<file path="src/rtl/uart_event_rx.sv">
// 8N1 UART receiver plus ASCII line parser turning "IIII,S*16,E*16,D*16\n" hex lines into events.
// Define LOWERCASE_HEX_EN to also accept 'a'-'f' as hex digits.
module uart_event_rx #(
    parameter int CLK_HZ = 100_000_000,
    parameter int BAUD   = 1_000_000
) (
    input  logic        clk,
    input  logic        rst,
    input  logic        rx,
    output logic        evt_valid,
    input  logic        evt_ready,
    output logic [15:0] evt_id,
    output logic [63:0] evt_start_ts,
    output logic [63:0] evt_end_ts,
    output logic [63:0] evt_delta,
    output logic        err_pulse
);

    localparam int BIT_CYCLES = CLK_HZ / BAUD;
    localparam int HALF_BIT   = BIT_CYCLES / 2;
    localparam int CW         = $clog2(BIT_CYCLES + 1);

    typedef enum logic [2:0] {R_IDLE, R_START, R_DATA, R_STOP, R_BREAK} rx_state_t;
    typedef enum logic [3:0] {P_ID, P_C1, P_S, P_C2, P_E, P_C3, P_D, P_NL, P_RESYNC} p_state_t;

    function automatic logic [4:0] hex_val(input logic [7:0] c);
        logic [4:0] r;
        r = 5'd0;
        if (c >= 8'h30 && c <= 8'h39)      r = {1'b1, c[3:0]};
        else if (c >= 8'h41 && c <= 8'h46) r = {1'b1, c[3:0] + 4'd9};
`ifdef LOWERCASE_HEX_EN
        else if (c >= 8'h61 && c <= 8'h66) r = {1'b1, c[3:0] + 4'd9};
`endif
        return r;
    endfunction

    // Both synchronizer flops reset to the idle level so reset never fakes a start bit.
    logic rx_m, rx_s;
    always_ff @(posedge clk) begin
        if (rst) begin
            rx_m <= 1'b1;
            rx_s <= 1'b1;
        end else begin
            // NOTE: registers use non-blocking assignments so every flop samples pre-edge values.
            rx_m <= rx;
            rx_s <= rx_m;
        end
    end

    rx_state_t      rx_state, rx_state_nx;
    logic [CW-1:0]  bit_cnt;
    logic [2:0]     bit_idx;
    logic [7:0]     rx_shift;
    logic           tick, half_tick, byte_stb, frame_err;

    assign tick      = (bit_cnt == CW'(BIT_CYCLES - 1));
    assign half_tick = (bit_cnt == CW'(HALF_BIT - 1));

    always_comb begin
        // NOTE: every combinational output is defaulted first so no latch is inferred.
        rx_state_nx = rx_state;
        byte_stb    = 1'b0;
        frame_err   = 1'b0;
        case (rx_state)
            R_IDLE:  if (!rx_s) rx_state_nx = R_START;
            R_START: if (half_tick) rx_state_nx = rx_s ? R_IDLE : R_DATA;
            R_DATA:  if (tick && bit_idx == 3'd7) rx_state_nx = R_STOP;
            R_STOP: begin
                if (tick) begin
                    if (rx_s) begin
                        byte_stb    = 1'b1;
                        rx_state_nx = R_IDLE;
                    end else begin
                        frame_err   = 1'b1;
                        rx_state_nx = R_BREAK;
                    end
                end
            end
            R_BREAK: if (rx_s) rx_state_nx = R_IDLE;
            default: rx_state_nx = R_IDLE;
        endcase
    end

    always_ff @(posedge clk) begin
        if (rst) begin
            rx_state <= R_IDLE;
            bit_cnt  <= '0;
            bit_idx  <= '0;
            rx_shift <= '0;
        end else begin
            rx_state <= rx_state_nx;
            // The bit timer restarts on every state change and every full bit period.
            if (rx_state != rx_state_nx || tick) bit_cnt <= '0;
            else                                 bit_cnt <= bit_cnt + 1'b1;
            if (rx_state == R_START) bit_idx <= '0;
            if (rx_state == R_DATA && tick) begin
                rx_shift <= {rx_s, rx_shift[7:1]};
                bit_idx  <= bit_idx + 1'b1;
            end
        end
    end

    p_state_t    p_state, p_nx, field_nx, comma_nx;
    logic [63:0] acc, acc_sh;
    logic [3:0]  dig_cnt, last_dig;
    logic [15:0] id_w;
    logic [63:0] s_w, e_w;
    logic [4:0]  hv;
    logic        is_nl, is_comma;
    logic        syn_err, ovr_err, dig_shift, field_done, acc_clr, load_evt;

    assign hv       = hex_val(rx_shift);
    assign is_nl    = (rx_shift == 8'h0A);
    assign is_comma = (rx_shift == 8'h2C);
    assign acc_sh   = {acc[59:0], hv[3:0]};

    always_comb begin
        last_dig = (p_state == P_ID) ? 4'd3 : 4'd15;
        field_nx = P_NL;
        comma_nx = P_D;
        case (p_state)
            P_ID:    field_nx = P_C1;
            P_S:     field_nx = P_C2;
            P_E:     field_nx = P_C3;
            P_C1:    comma_nx = P_S;
            P_C2:    comma_nx = P_E;
            default: ;
        endcase
    end

    always_comb begin
        p_nx       = p_state;
        syn_err    = 1'b0;
        ovr_err    = 1'b0;
        dig_shift  = 1'b0;
        field_done = 1'b0;
        acc_clr    = 1'b0;
        load_evt   = 1'b0;
        if (frame_err) begin
            p_nx = P_RESYNC;
        end else if (byte_stb) begin
            case (p_state)
                P_ID, P_S, P_E, P_D: begin
                    if (hv[4]) begin
                        dig_shift = 1'b1;
                        if (dig_cnt == last_dig) begin
                            field_done = 1'b1;
                            p_nx       = field_nx;
                        end
                    end else if (is_nl) begin
                        syn_err = 1'b1;
                        acc_clr = 1'b1;
                        p_nx    = P_ID;
                    end else begin
                        syn_err = 1'b1;
                        p_nx    = P_RESYNC;
                    end
                end
                P_C1, P_C2, P_C3: begin
                    if (is_comma) begin
                        acc_clr = 1'b1;
                        p_nx    = comma_nx;
                    end else if (is_nl) begin
                        syn_err = 1'b1;
                        acc_clr = 1'b1;
                        p_nx    = P_ID;
                    end else begin
                        syn_err = 1'b1;
                        p_nx    = P_RESYNC;
                    end
                end
                P_NL: begin
                    if (is_nl) begin
                        acc_clr = 1'b1;
                        p_nx    = P_ID;
                        if (evt_valid && !evt_ready) ovr_err  = 1'b1;
                        else                         load_evt = 1'b1;
                    end else begin
                        syn_err = 1'b1;
                        p_nx    = P_RESYNC;
                    end
                end
                P_RESYNC: begin
                    if (is_nl) begin
                        acc_clr = 1'b1;
                        p_nx    = P_ID;
                    end
                end
                default: p_nx = P_RESYNC;
            endcase
        end
    end

    always_ff @(posedge clk) begin
        if (rst) begin
            p_state      <= P_ID;
            acc          <= '0;
            dig_cnt      <= '0;
            id_w         <= '0;
            s_w          <= '0;
            e_w          <= '0;
            evt_valid    <= 1'b0;
            evt_id       <= '0;
            evt_start_ts <= '0;
            evt_end_ts   <= '0;
            evt_delta    <= '0;
            err_pulse    <= 1'b0;
        end else begin
            p_state <= p_nx;
            if (acc_clr) begin
                acc     <= '0;
                dig_cnt <= '0;
            end else if (dig_shift) begin
                acc     <= acc_sh;
                dig_cnt <= dig_cnt + 1'b1;
            end
            if (field_done && p_state == P_ID) id_w <= acc_sh[15:0];
            if (field_done && p_state == P_S)  s_w  <= acc_sh;
            if (field_done && p_state == P_E)  e_w  <= acc_sh;
            // The delta field is still in acc when the newline arrives.
            if (load_evt) begin
                evt_valid    <= 1'b1;
                evt_id       <= id_w;
                evt_start_ts <= s_w;
                evt_end_ts   <= e_w;
                evt_delta    <= acc;
            end else if (evt_valid && evt_ready) begin
                evt_valid <= 1'b0;
            end
            err_pulse <= frame_err | syn_err | ovr_err;
        end
    end

endmodule
</file>
<file path="config.mk">
export PLATFORM = sky130hd
export DESIGN_NAME = uart_event_rx
export DESIGN_NICKNAME = d
export VERILOG_FILES = /design/src/rtl/uart_event_rx.sv
export SDC_FILE = /design/constraint.sdc
export NUM_CORES = 1
export LEC_CHECK = 0
export BUFFER_PORTS_ARGS = -buffer_cell sky130_fd_sc_hd__buf_4
export CAP_MARGIN = 20
export CORE_MARGIN = 2
export CORE_UTILIZATION = 52
export DETAILED_ROUTE_END_ITERATION = 6
export PLACE_DENSITY = 0.76
export SLEW_MARGIN = 40
export SYNTH_ARGS = -nofsm -noshare
export SYNTH_HDL_FRONTEND = slang
export SYNTH_SLANG_ARGS = --single-unit
export TNS_END_PERCENT = 30
</file>
<file path="constraint.sdc">
create_clock -name clk -period 2.21 [get_ports clk]
set_input_delay 0.3315 -clock clk [delete_from_list [all_inputs] [get_ports clk]]
set_output_delay 0.3315 -clock clk [all_outputs]
set_load 0.05 [all_outputs]
</file>
Word level (Yosys, flattened, before mapping)
Cells that the tools add are included.

word-level totals
  register bits after elaboration = 449
  input bits = 4
  output and inout bits = 210
  logic and storage cells = 138

operators by class
  add/sub/neg operators = 4
  $lt $le $gt $ge = 4
  eq/ne operators = 23
  muxes and demuxes = 62
  bitwise operators = 2
  reductions and logical operators = 24

operators with widths
  cell                   number
  $mux W1                37
  $mux W4                8
  $mux W3                8
  $eq A4 B3 Y1 const B   4
  $pmux W4 S4            1
  $pmux W3 S5            1
  $mux W5                2
  $logic_and A1 B1 Y1    9
  $pmux W3 S3            1
  $eq A4 B2 Y1 const B   2
  $eq A8 B4 Y1 const B   1
  $eq A8 B6 Y1 const B   1
  $ge A8 B6 Y1 const B   1
  $ge A8 B7 Y1 const B   1
  $le A8 B6 Y1 const B   1
  $le A8 B7 Y1 const B   1
  $reduce_or A2 Y1       4
  $add A7 B1 Y7 const B  1
  $eq A7 B6 Y1 const B   1
  $eq A7 B7 Y1 const B   1
  $eq A3 B2 Y1 const B   2
  $eq A3 B3 Y1 const B   2
  $ne A3 B3 Y1 const B   2
  $pmux W1 S3            2
  21 further kinds       25

Logic depth before layout (Yosys ltp)
  depth after elaboration = 10
  gate-level depth with buffers = 10
  depth with buffers taken out = 7

Worst setup path after synthesis
OpenSTA, ideal clock, no wires.

  kind = reg2reg
  start = register rx_shift[1]
  end = register id_w[10]
  library setup time = 0.128 ns
  data arrival time = 2.221 ns
  required time = 2.082 ns
  setup slack = -0.138 ns
  stages on the path, launching flop included = 11
  buffers on the path = 3
  period minus slack after synthesis = 2.348 ns
  path through = dfxtp_1 > inv_1 > ha_1 > or3b_1 > and4_1 > buf_2 > o2111ai_1 > buf_4 > buf_4 > mux2i_1 > nor2_1

on the way
  cells in the longest elaborated chain, start to end = 9
  elaborated cells between the ends (all ways) = 13
  classes of those cells = 4 x order compare; 6 x mux; 3 x reduce/logical

ends and longest elaborated chain
  item                                                 RTL line  text
  from (decl)                                          53        logic [7:0] rx_shift;
  from (signal assigned)                               97        rx_shift <= {rx_s, rx_shift[7:1]};
  $ge A8 B7 Y1 / $le A8 B7 Y1 (equally long branches)  30        else if (c >= 8'h41 && c <= 8'h46) r = {1'b1, c[3:0] + 4'd9};
  $logic_and A1 B1 Y1                                  30
  $mux W5                                              30
  $mux W5 *                                            29        if (c >= 8'h30 && c <= 8'h39) r = {1'b1, c[3:0]};
  $mux W1 *                                            144       if (hv[4]) begin
  $mux W1 *                                            142       case (p_state)
  $mux W1 *                                            141       end else if (byte_stb) begin
  $mux W1 *                                            139       if (frame_err) begin
  $logic_and A1 B1 Y1 *                                217       if (field_done && p_state == P_ID) id_w <= acc_sh[15:0];
  to (signal assigned)                                 217
  to (decl)                                            106       logic [15:0] id_w;

Every way passes the cells marked *; elsewhere a longest branch is shown, timed or not.
A chain may end at the register's enable or synchronous reset.

Final worst setup path
  start = register bit_cnt[1]
  end = register evt_delta[43]

on the way
  cells in the longest elaborated chain, start to end = 5
  elaborated cells between the ends (all ways) = 7
  classes of those cells = 1 x eq/ne; 6 x mux

ends and longest elaborated chain
  item                    RTL line  text
  from (decl)             51        logic [CW-1:0] bit_cnt;
  from (signal assigned)  94        else bit_cnt <= bit_cnt + 1'b1;
  $eq A7 B7 Y1 *          56        assign tick = (bit_cnt == CW'(BIT_CYCLES - 1));
  $mux W1                 69        if (tick) begin
  $mux W1                 64        case (rx_state)
  $mux W1                 141
  $mux W1 *               139
  to (signal assigned)    206       evt_delta <= '0;
  to (signal assigned)    226       evt_delta <= acc;
  to (decl)               15        output logic [63:0] evt_delta,

Marked as above.

==> key figures <==
Setup path
  • Crit Path Class: reg2reg
  • Worst Path Arrival: 2.75 ns
  • Req. time, crit path: 2.68 ns
  • R2r worst-path depth: 9
  • CP Launch Type: flip-flop
  • CP max FO: 7
  • Crit path capture type: flip-flop

Floorplan
  • Core area: 30670 sq um
  • Die area: 32720 sq um
  • Die height: 180.9 um
  • Die width: 180.9 um
  • Initial core utilization: 53.05%
  • I/O Pins: 214
  • Row cnt: 64

Place
  • GPL Wtd Cong: 0.8987
  • DP Cell Count: 2582
  • # port buffers: 213
  • Post-DP HPWL: 27040 um

Power
  • Sw Pwr: 3.271 mW
  • Gate power share: 1.4%
  • Worst vdd ir: 0.5404 mV
  • Seq pwr share: 51.1%
  • Leakage: 8.157 nW
  • Internal power: 12.59 mW
  • PD cells: 730.7 nW/um^2
  • Sw frac: 20.63%
  • Clk network pwr share: 47.5%

Detailed routing
  • Highest Signal Layer: met4
  • Post-DRT Antenna Nets: 0
  • Routed metal-1 wirelength: 20350 um
  • Via density: 5.601
  • DR WL/cell: 18.06 um
  • Routed via count: 15210
  • Post-Route WL: 49060 um
  • Met3 WL: 3673 um
  • Routed wl met2: 23660 um
  • DRC: 1
  • DR iter-0 viols: 1489
  • DR pass1 iterations: 7

Clock tree
  • CTS clk-pin slew, worst paths: 0.06 ns
  • CTS tree: built
  • Root Driver: clkbuf_16
  • H-tree depth: 2
  • TritonCTS buffer count: 44
  • CTS Buffer Depth: 3
  • CTS Sinks: 449
  • Clock Latency Late Sink: 0.54 ns

Timing
  • Clk_skew: 0.01313 ns
  • Final worst slack: -0.06669 ns
  • Final hold viol count: 0
  • Worst slew margin: 53.84%
  • Max Fclk: 439.2 MHz
  • TNS Setup: -1.132 ns
  • Final setup violating endpoints: 90
  • RSZ-0062 raised after global routing: yes
  • Slew Limit Fails: 0
  • Period Utilization, post-route: 103.0%
  • Min cycle time layout: 2.277 ns
  • Slew @ Worst Pin: 0.6925 ns

Synthesis
  • Synth cell types: 52
  • Netlist Area Pre-Place: 16270 sq um
  • Synth Flop Type: dfxtp_1
  • Seq/Total Area, Yosys: 55.25%
  • Area share of the largest cell type after synthesis: 55.25%
  • Synth area leaders: dfxtp_1 55%, nand2_1 19%, a21oi_1 13%
  • Number of synthesized flops with an enable pin: 0
  • Syn Inst Count: 2038
  • Ys Warns: 0
  • Synth Area per Inst: 7.983 sq um
  • Yosys reg bits: 449
  • Ys async rst share: 0%
  • Net count after synthesis: 2052
  • Dominant cell type by area after synthesis: dfxtp_1

Global routing
  • Antenna violations before repair: 0
  • Largest net degree at the start of global routing: 133
  • First-pass GRT wire length: 67500 um
  • GRT Util Overall: 24.54%
  • GRT overflow: 0
  • Vias in the first global route: 13360

Worst hold path
  • Min-delay worst type: in2reg
  • Hold path depth: 2

Finish
  • Filler cells: 2299
  • Final Non-Filler Cells: 2716
  • Nets: 2302
  • Layout cells sized above 1: 23.75%
  • Antenna diode count: 0
  • Area grow syn2layout: 33.40%

Status
  • Status: finished with violations
  • Failing checks: design-rule violations, negative setup slack

Job
  • # Max-Cap Violations: 0
## registers in the layout, summed over array words and instances (netlist names)
name          count
acc              64
bit_cnt           7
bit_idx           3
dig_cnt           4
e_w              64
err_pulse         1
evt_delta        64
evt_end_ts       64
evt_id           16
evt_start_ts     64
evt_valid         1
id_w             16
p_state           4
rx_m              1
rx_s              1
rx_shift          8
rx_state          3
s_w              64
## through the flow
stage | area (sq um) | util, % | power [mW] | hold slack, ns | setup slack [ns]
6_report | 21700 | 70.77 | 15.86 | 0.1627 | -0.06669
5_1_grt | 21700 | 70.77 | 16.23 | 0.1779 | -0.1368
4_1_cts | 20240 | 65.98 | 15.86 | 0.1626 | -0.01021
3_5_place_dp | 18700 | 60.97 | 8.482 | 0.3937 | -0.1237
3_3_place_gp | 18690 | 60.95 | 8.480 | 0.3940 | -0.1638
2_1_floorplan | 16280 | - | 8.422 | 0.3895 | 0.01153
## cell families after synthesis
kind of cell	after synthesis	share of synthesized area (%)
AOI/OAI and AO/OA	464	15.05
xor gates and xnor gates	7	0.3768
adders and majority gates	10	0.7691
buffers and inverters	161	4.745
DFF	449	55.25
muxes	15	0.9228
and+or+nand+nor	932	22.89
## final cells by class
| class | instances | area [sq um] | area share (%) |
|---|---|---|---|
| sequential | 449 | 8996 | 41.45 |
| clock buffer | 66 | 1306 | 6.019 |
| inverter | 6 | 25.02 | 0.1153 |
| timing repair buffer | 359 | 3680 | 16.95 |
| multi-input combinational | 1428 | 7052 | 32.49 |
| clock inverter | 12 | 148.9 | 0.6860 |
| tap | 396 | 495.5 | 2.283 |
## worst paths after layout
| path | start | slack [ns] | end |
|---|---|---|---|
| setup / recovery | bit_cnt[1] | -0.07 | evt_delta[43] |
| hold / removal | rst | 0.16 | evt_end_ts[9] |
| setup reg to reg | bit_cnt[1] | -0.07 | evt_delta[43] |
| hold reg to reg | rx_m | 0.41 | rx_s |
## per-layer routing
metal  vias up  global-route usage [%]
li1       7169                       -
met2       669                   41.10
met3        95                   3.447
met5         -                       0
met1      7278                   33.25
met4         0                   6.677
## synth_stat cells, drive strengths merged (4+ instances only)
master and number:
a21o 5, a21oi 416, and4 4, buf 63
clkbuf 92, dfxtp 449, ha 10, inv 6
mux2i 15, nand2 817, nand2b 4, nand3 10
nand3b 4, nand4 4, nor2 39, nor2b 9
nor3 11, nor4 5, o2111ai 7, o21ai 12
or2 5, or3 4, xnor2 5
## worst max-delay path, stage by stage, from the launching register on
cell and delay (ns):
dfxtp_2 0.33, ha_1 0.16, and4b_2 0.26, nand4_1 0.23
nor4_4 0.38, buf_6 0.22, clkbuf_16 0.22, buf_16 0.14
nand2_1 0.09, a21oi_2 0.17
## power by group through the flow
stage	clock [mW]	sequential (mW)	combinational [mW]
2_1_floorplan	0	8.28	0.139
3_3_place_gp	0	8.28	0.195
3_5_place_dp	0	8.29	0.197
4_1_cts	7.56	8.10	0.199
5_1_grt	7.89	8.10	0.238
6_report	7.53	8.10	0.222
## layout by cell type, fill, tap and decap left out, drive strengths merged, types with 6 or more instances in the layout
master | netlist | layout
nor2 | 39 | 39
clkinv | 0 | 8
nor2b | 9 | 9
o2111ai | 7 | 7
dfxtp | 449 | 449
a21oi | 416 | 416
nand3 | 10 | 10
mux2i | 15 | 15
nor3 | 11 | 11
nand2 | 817 | 817
clkbuf | 92 | 93
inv | 6 | 6
ha | 10 | 10
buf | 63 | 331
o21ai | 12 | 12
## repair_timing
| action | 4_1_cts | 5_1_grt |
|---|---|---|
| resized for setup | 7 | 155 |
| setup endpoints to repair | 187 | 391 |
| pin swaps | 3 | 100 |
| buffers inserted | 2 | 16 |
| gates cloned | 1 | 37 |
| hold endpoints to repair | 1 | 0 |
| hold buffers | 1 | 0 |
No activity file was read; power rests on OpenSTA's default activity.
